===== src/rtl/perceptron_trainer.sv =====
// rtl/perceptron_trainer.sv - supervised-training sequencer for a perceptron forward/backward port
//
// Holds NSMP (argument, target) samples. Each training sample is sent on the
// forward port; the returned result gives the error, which goes out on the
// backward port. After EPOCHS training epochs, one more epoch runs with
// learning disabled and accumulates the miss count and absolute-error sum.
//
// Ports:
//   clk, rst_n                  clock, synchronous active-low reset
//   ld_stb, ld_idx, ld_dat      sample table write ({target, argument})
//   start                       begin a run (ignored while busy)
//   en                          learning enable to the perceptron
//   arg_stb/arg_rdy/arg_dat     forward argument
//   res_stb/res_rdy/res_dat     forward result
//   err_stb/err_rdy/err_dat     backward signed error
//   fbk_stb/fbk_rdy/fbk_dat     backward feedback (discarded)
//   busy, done                  run in progress, end-of-evaluation pulse
//   miss, abserr                evaluation-epoch statistics
module perceptron_trainer #(
  parameter int ARGW   = 8,
  parameter int ARGD   = 2,
  parameter int RESW   = 8,
  parameter int ERRW   = 16,
  parameter int FBKW   = 16,
  parameter int NSMP   = 4,
  parameter int EPOCHS = 10
) (
  input  logic                          clk,
  input  logic                          rst_n,
  input  logic                          ld_stb,
  input  logic [$clog2(NSMP)-1:0]       ld_idx,
  input  logic [RESW+ARGD*ARGW-1:0]     ld_dat,
  input  logic                          start,
  output logic                          en,
  output logic                          arg_stb,
  input  logic                          arg_rdy,
  output logic [ARGD*ARGW-1:0]          arg_dat,
  input  logic                          res_stb,
  output logic                          res_rdy,
  input  logic [RESW-1:0]               res_dat,
  output logic                          err_stb,
  input  logic                          err_rdy,
  output logic [ERRW-1:0]               err_dat,
  input  logic                          fbk_stb,
  output logic                          fbk_rdy,
  input  logic [ARGD*FBKW-1:0]          fbk_dat,
  output logic                          busy,
  output logic                          done,
  output logic [$clog2(NSMP):0]         miss,
  output logic [RESW+$clog2(NSMP)-1:0]  abserr
);

  localparam int IW = $clog2(NSMP);
  localparam int EW = $clog2(EPOCHS + 1);
  localparam int DW = RESW + ARGD * ARGW;

  typedef enum logic [2:0] {
    S_IDLE, S_ARG, S_RES, S_ERR, S_FBK, S_EVAL, S_DONE
  } state_t;

  state_t          state, state_nx;
  logic [IW-1:0]   idx, idx_nx;
  logic [EW-1:0]   epoch, epoch_nx;
  logic            load;
  logic            evaluating;
  logic            last_smp;
  logic [RESW-1:0] tgt;
  logic [ERRW-1:0] err_calc;
  logic [RESW-1:0] err_mag;
  logic [DW-1:0]   tbl [NSMP];
  logic            fbk_unused;

  // Feedback is only handshaken; its contents are deliberately dropped.
  assign fbk_unused = ^fbk_dat;

  // The epoch counter runs one past the last training epoch; that extra
  // value is the evaluation epoch.
  assign evaluating = (epoch == EW'(EPOCHS));
  assign last_smp   = (idx == IW'(NSMP - 1));

  // Zero-extend both operands past RESW so the ERRW-bit difference is the
  // correctly sign-extended error.
  assign err_calc = ERRW'({1'b0, tgt}) - ERRW'({1'b0, res_dat});

  // |err| never exceeds 2^RESW-1, so the low RESW bits carry the magnitude;
  // negating those bits alone recovers it for negative errors.
  assign err_mag = err_dat[ERRW-1] ? (RESW'(0) - err_dat[RESW-1:0]) : err_dat[RESW-1:0];

  assign arg_stb = (state == S_ARG);
  assign res_rdy = (state == S_RES);
  assign err_stb = (state == S_ERR);
  assign fbk_rdy = (state == S_FBK);
  assign busy    = (state != S_IDLE);
  assign done    = (state == S_DONE);
  assign en      = busy && !evaluating;

  always_comb begin
    state_nx = state;
    idx_nx   = idx;
    epoch_nx = epoch;
    load     = 1'b0;
    case (state)
      S_IDLE: if (start) begin
        state_nx = S_ARG;
        idx_nx   = '0;
        epoch_nx = '0;
        load     = 1'b1;
      end
      S_ARG:  if (arg_rdy) state_nx = S_RES;
      S_RES:  if (res_stb) state_nx = evaluating ? S_EVAL : S_ERR;
      S_ERR:  if (err_rdy) state_nx = S_FBK;
      S_FBK:  if (fbk_stb) begin
        // NSMP is a power of two, so the index wraps on its own.
        state_nx = S_ARG;
        idx_nx   = idx + 1'b1;
        load     = 1'b1;
        if (last_smp) epoch_nx = epoch + 1'b1;
      end
      S_EVAL: if (last_smp) begin
        state_nx = S_DONE;
      end else begin
        state_nx = S_ARG;
        idx_nx   = idx + 1'b1;
        load     = 1'b1;
      end
      S_DONE:  state_nx = S_IDLE;
      default: state_nx = S_IDLE;
    endcase
  end

  always_ff @(posedge clk) begin
    if (!rst_n) begin
      state   <= S_IDLE;
      idx     <= '0;
      epoch   <= '0;
      tgt     <= '0;
      arg_dat <= '0;
      err_dat <= '0;
      miss    <= '0;
      abserr  <= '0;
    end else begin
      state <= state_nx;
      idx   <= idx_nx;
      epoch <= epoch_nx;
      // The sample is copied on entry to ARG, so a table write to the entry
      // in flight only shows up on its next visit.
      if (load) {tgt, arg_dat} <= tbl[idx_nx];
      if (state == S_RES && res_stb) err_dat <= err_calc;
      if (state == S_IDLE && start) begin
        miss   <= '0;
        abserr <= '0;
      end
      if (state == S_EVAL) begin
        miss   <= miss + (IW+1)'(err_dat != '0);
        abserr <= abserr + (RESW+IW)'(err_mag);
      end
    end
  end

  // Sample table survives reset.
  always_ff @(posedge clk) begin
    if (ld_stb) tbl[ld_idx] <= ld_dat;
  end

endmodule


===== config.mk =====
export PLATFORM = sky130hd
export DESIGN_NAME = perceptron_trainer
export DESIGN_NICKNAME = d
export VERILOG_FILES = /design/src/rtl/perceptron_trainer.sv
export SDC_FILE = /design/constraint.sdc
export NUM_CORES = 1
export LEC_CHECK = 0
export CAP_MARGIN = 20
export CORE_ASPECT_RATIO = 1.4
export CORE_UTILIZATION = 40
export DETAILED_ROUTE_END_ITERATION = 8
export PLACE_DENSITY_LB_ADDON = 0.15
export SKIP_LAST_GASP = 1
export SYNTH_ARGS = -nofsm -noshare
export SYNTH_HDL_FRONTEND = slang
export SYNTH_SLANG_ARGS = --single-unit

===== constraint.sdc =====
create_clock -name clk -period 4.04 [get_ports clk]
set_input_delay 1.212 -clock clk [delete_from_list [all_inputs] [get_ports clk]]
set_output_delay 1.212 -clock clk [all_outputs]
set_load 0.05 [all_outputs]

==> impl_metrics.prom <==
# TYPE chip_impl_metric gauge
chip_impl_metric{name="cp_data_required_time",unit="ps"} 2830
chip_impl_metric{name="max-cap-violations",unit=""} 0
chip_impl_metric{name="drt-initial-drc-count",unit=""} 270
chip_impl_info{name="yosys.area.top_type",value="sky130_fd_sc_hd__edfxtp_1"} 1
chip_impl_metric{name="layout-drive-gt1-share",unit="%"} 8.116
chip_impl_metric{name="areaGrowthSynthToFinish",unit="%"} 25.85
chip_impl_metric{name="multiInputGateArea",unit="sq um"} 2460
chip_impl_metric{name="instance_area_after_placement",unit="sq um"} 7871
chip_impl_info{name="timing.critical_path.to_type",value="primary output"} 1
chip_impl_metric{name="route.vias.total",unit=""} 4549
chip_impl_metric{name="total_clock_sinks",unit=""} 151
chip_impl_metric{name="synth.distinct_cells",unit=""} 59
chip_impl_metric{name="tritoncts.num_buffers",unit=""} 17
chip_impl_metric{name="firstDrtPassIters",unit=""} 6
chip_impl_metric{name="cts_htree_levels",unit=""} 4
chip_impl_info{name="failed_checks",value="DRC"} 1
chip_impl_info{name="synth.top_cells.by_area",value="sky130_fd_sc_hd__edfxtp_1 (43%), sky130_fd_sc_hd__dfxtp_1 (16%), sky130_fd_sc_hd__mux2i_1 (7.9%)"} 1
chip_impl_metric{name="gr_met1_demand_resource",unit="%"} 18.53
chip_impl_info{name="synth.most_common_cell",value="sky130_fd_sc_hd__edfxtp_1"} 1
chip_impl_metric{name="final.period_utilization",unit="%"} 89.84
chip_impl_info{name="run_status",value="finished, violations left"} 1
chip_impl_info{name="cts_tree",value="done"} 1
chip_impl_info{name="rsz0062_at_grt",value="false"} 1
chip_impl_metric{name="clk_path_buf_depth",unit=""} 2
chip_impl_metric{name="cts_hold_buffers",unit=""} 0
chip_impl_metric{name="fp.dieArea",unit="sq um"} 17250
chip_impl_metric{name="core_area",unit="sq um"} 16240
chip_impl_metric{name="ff2ff_setup_slack",unit="ps"} 1170
chip_impl_metric{name="post-cts-setup-buffer-count",unit=""} 0
chip_impl_info{name="timing.hold.worst.class",value="flop to flop"} 1
chip_impl_metric{name="num_rows",unit=""} 55
chip_impl_metric{name="synthesis.nets",unit=""} 644
chip_impl_metric{name="setup_viol",unit=""} 0
chip_impl_metric{name="number_of_nets_at_the_end_of_the_flow",unit=""} 741
chip_impl_info{name="r2r_end",value="abserr[7]"} 1
chip_impl_metric{name="power.density",unit="nW/um^2"} 477.0
chip_impl_metric{name="antenna_cells_inserted",unit=""} 0
chip_impl_info{name="min-delay-start",value="arg_dat[12]"} 1
chip_impl_info{name="worst-setup-path-type",value="flop to primary output"} 1
chip_impl_metric{name="max_freq",unit="GHz"} 0.2755
chip_impl_metric{name="routed_wl",unit="um"} 14530
chip_impl_metric{name="cp_max_fo",unit=""} 15
chip_impl_metric{name="clk_pin_slew_worst_paths",unit="ps"} 60
chip_impl_metric{name="reg2reg_depth",unit=""} 12
chip_impl_metric{name="worst_rel_slew_slack",unit="%"} 45.33
chip_impl_metric{name="first_global_vias",unit=""} 4666
chip_impl_metric{name="gr-total-overflow",unit=""} 0
chip_impl_info{name="r2r-start",value="err_dat[0]"} 1
chip_impl_metric{name="grt_max_degree",unit=""} 50
chip_impl_metric{name="setup_ws",unit="ps"} 410.6
chip_impl_info{name="critical_path.top_delay_family",value="buffers and inverters"} 1
chip_impl_metric{name="finalSetupTns",unit="ps"} 0
chip_impl_metric{name="die_h",unit="um"} 155.0
chip_impl_info{name="globalRoute.busiestLayer",value="met2"} 1
chip_impl_info{name="synth_commonest_cells",value="sky130_fd_sc_hd__edfxtp_1 (96), sky130_fd_sc_hd__dfxtp_1 (55), sky130_fd_sc_hd__mux2i_1 (53), sky130_fd_sc_hd__nand2_1 (44), sky130_fd_sc_hd__nor2_1 (36)"} 1
chip_impl_metric{name="fin_total_pwr",unit="uW"} 4016
chip_impl_metric{name="vdd_drop_max",unit="mV"} 0.3134
chip_impl_metric{name="grt_use_met2",unit="%"} 33.51
chip_impl_metric{name="synthCells",unit=""} 543
chip_impl_metric{name="layout.area.seq",unit="sq um"} 3984
chip_impl_metric{name="postCtsResizedCells",unit=""} 0
chip_impl_metric{name="critical_path_buf_inv_count",unit=""} 1
chip_impl_metric{name="antenna_found_initial",unit=""} 0
chip_impl_info{name="clk_root_buffer_cell",value="sky130_fd_sc_hd__clkbuf_16"} 1
chip_impl_metric{name="clock_insertion_delay_worst_skew",unit="ps"} 420
chip_impl_metric{name="final_hold_viol_count",unit=""} 0
chip_impl_metric{name="ys_seq_elements",unit=""} 151
chip_impl_metric{name="first_pass_grt_wire_length",unit="um"} 23440
chip_impl_metric{name="synthesis.yosys.warnings",unit=""} 0
chip_impl_metric{name="avg_wl_per_cell",unit="um"} 17.05
chip_impl_metric{name="route.detailed.vias_per_inst",unit=""} 5.339
chip_impl_metric{name="detail-route-antenna-nets",unit=""} 0
chip_impl_metric{name="timing.hold.ws",unit="ps"} 467.4
chip_impl_info{name="crit_path_top_delay_cell",value="sky130_fd_sc_hd__clkdlybuf4s50_1"} 1
chip_impl_info{name="synth-main-ff-cell",value="sky130_fd_sc_hd__edfxtp_1"} 1
chip_impl_metric{name="finish.instance_area",unit="sq um"} 8419
chip_impl_metric{name="die_width",unit="um"} 111.3
chip_impl_metric{name="dp_hpwl",unit="um"} 9618
chip_impl_metric{name="cpPeakStageDelay",unit="ps"} 900
chip_impl_metric{name="number_of_enable_flip_flop_cells_after_synthesis",unit=""} 96
chip_impl_metric{name="track_usage",unit="%"} 17.79
chip_impl_metric{name="fillerInstances",unit=""} 1415
chip_impl_metric{name="worst-slew-pin-transition",unit="ps"} 814.5
chip_impl_metric{name="mappedNetlistArea",unit="sq um"} 6690
chip_impl_metric{name="total_leakage_power",unit="uW"} 0.002944
chip_impl_metric{name="holdPathStages",unit=""} 2
chip_impl_metric{name="timing.final.max_slew_violations",unit=""} 0
chip_impl_metric{name="seq_area_frac_synth",unit="%"} 59.55
chip_impl_metric{name="finalClockSkew",unit="ps"} 7.697
chip_impl_info{name="timing.critical_path.from_type",value="flop"} 1
chip_impl_metric{name="grt_met3_usage",unit="%"} 4.792
chip_impl_metric{name="start_util",unit="%"} 41.19
chip_impl_info{name="cp_cell_sequence",value="nor3b_1 -> clkdlybuf4s50_1"} 1
chip_impl_info{name="whs_endpoint",value="arg_dat[12]"} 1
chip_impl_metric{name="period_minus_slack",unit="ps"} 3629
chip_impl_metric{name="crit_arrival",unit="ps"} 2420
chip_impl_metric{name="pre_cts_ws",unit="ps"} 568.5
chip_impl_metric{name="i_o_pins",unit=""} 126
chip_impl_metric{name="yosys.area.top_type_share",unit="%"} 43.09
chip_impl_metric{name="buffer_ports.inserted",unit=""} 93
chip_impl_metric{name="drt_drc",unit=""} 22
chip_impl_metric{name="gp_congestion",unit=""} 0.8295
chip_impl_metric{name="synth-async-reset-ratio",unit="%"} 0
chip_impl_metric{name="synth.avg_cell_area",unit="sq um"} 12.32
==> logic make-up (layout without fill, tap and decap cells) <==
group	after synthesis	count (layout)	share of synthesized area [%]
flops	151	151	59.55
simple gates	140	140	10.19
compound gates	104	104	11.43
buf+inv	57	167	3.983
mux	54	54	8.266
fa+ha+maj	27	27	5.274
xor+xnor	10	10	1.309
==> final cells by class <==
| cell class | count | area share (%) |
|---|---|---|
| Timing Repair Buffer | 107 | 12.75 |
| Multi-Input combinational cell | 335 | 29.22 |
| Inverter | 28 | 1.248 |
| Clock buffer | 21 | 5.469 |
| Clock inverter | 11 | 1.040 |
| Sequential cell | 151 | 47.32 |
| Tap cell | 199 | 2.957 |
==> registers in the layout, indices dropped and copies added, names as in the netlist <==
| signal | flops |
|---|---|
| epoch | 4 |
| tgt | 8 |
| miss | 3 |
| state | 3 |
| abserr | 10 |
| idx | 2 |
| arg_dat | 16 |
| tbl | 96 |
| err_dat | 9 |
==> worst max-delay path by stage <==
stage,depth (start not counted),slack [ps],end,start
6_report,2,410,res_rdy,state[1]
5_1_grt,2,270,res_rdy,state[1]
4_1_cts,3,400,arg_stb,state[0]
3_5_place_dp,8,570,err_dat[6],res_dat[2]
3_3_place_gp,8,640,err_dat[6],res_dat[2]
2_1_floorplan,1,560,tbl[0][0],ld_idx[1]
==> metal layers <==
metal  up-vias  wire [um]
met4         0        206
met2       100       7765
met3        15        663
li1       2216          -
met1      2218       5893
met5         -          0
==> layout by cell type, fill, tap and decap left out, drive strengths merged, types with 21 or more instances in the layout <==
| cell type | instances |
|---|---|
| edfxtp | 96 |
| inv | 33 |
| o221ai | 24 |
| clkbuf | 21 |
| nand2 | 44 |
| dfxtp | 55 |
| mux2i | 53 |
| nor2 | 36 |
| clkdlybuf4s50 | 93 |
| ha | 25 |
==> power by group <==
| group | internal [uW] | total, uW | leakage [uW] | switching (uW) |
|---|---|---|---|---|
| clock | 829 | 1460 | 0.000270 | 628 |
| combinational | 282 | 744 | 0.00134 | 462 |
| sequential | 1740 | 1820 | 0.00133 | 70.6 |
| total | 2860 | 4020 | 0.00294 | 1160 |
==> stage by stage <==
step | util [%] | cells
floorplan | - | 543
global placement | 48.47 | 820
detailed placement | 48.47 | 820
CTS | 51.84 | 852
global route | 51.84 | 852
finish | 51.84 | 852
==> worst register-to-register path: cells and delay by family (launching register included) <==
| kind | cells | cell delay (ps) |
|---|---|---|
| AO/OA/AOI/OAI | 3 | 980 |
| AND/OR/NAND/NOR | 5 | 670 |
| adder cells (fa/ha/maj) | 2 | 540 |
| flip-flops | 1 | 410 |
| XOR/XNOR | 1 | 150 |
| buffers and inverters | 1 | 70 |
Note: power is estimated with default switching activity, not from simulation.
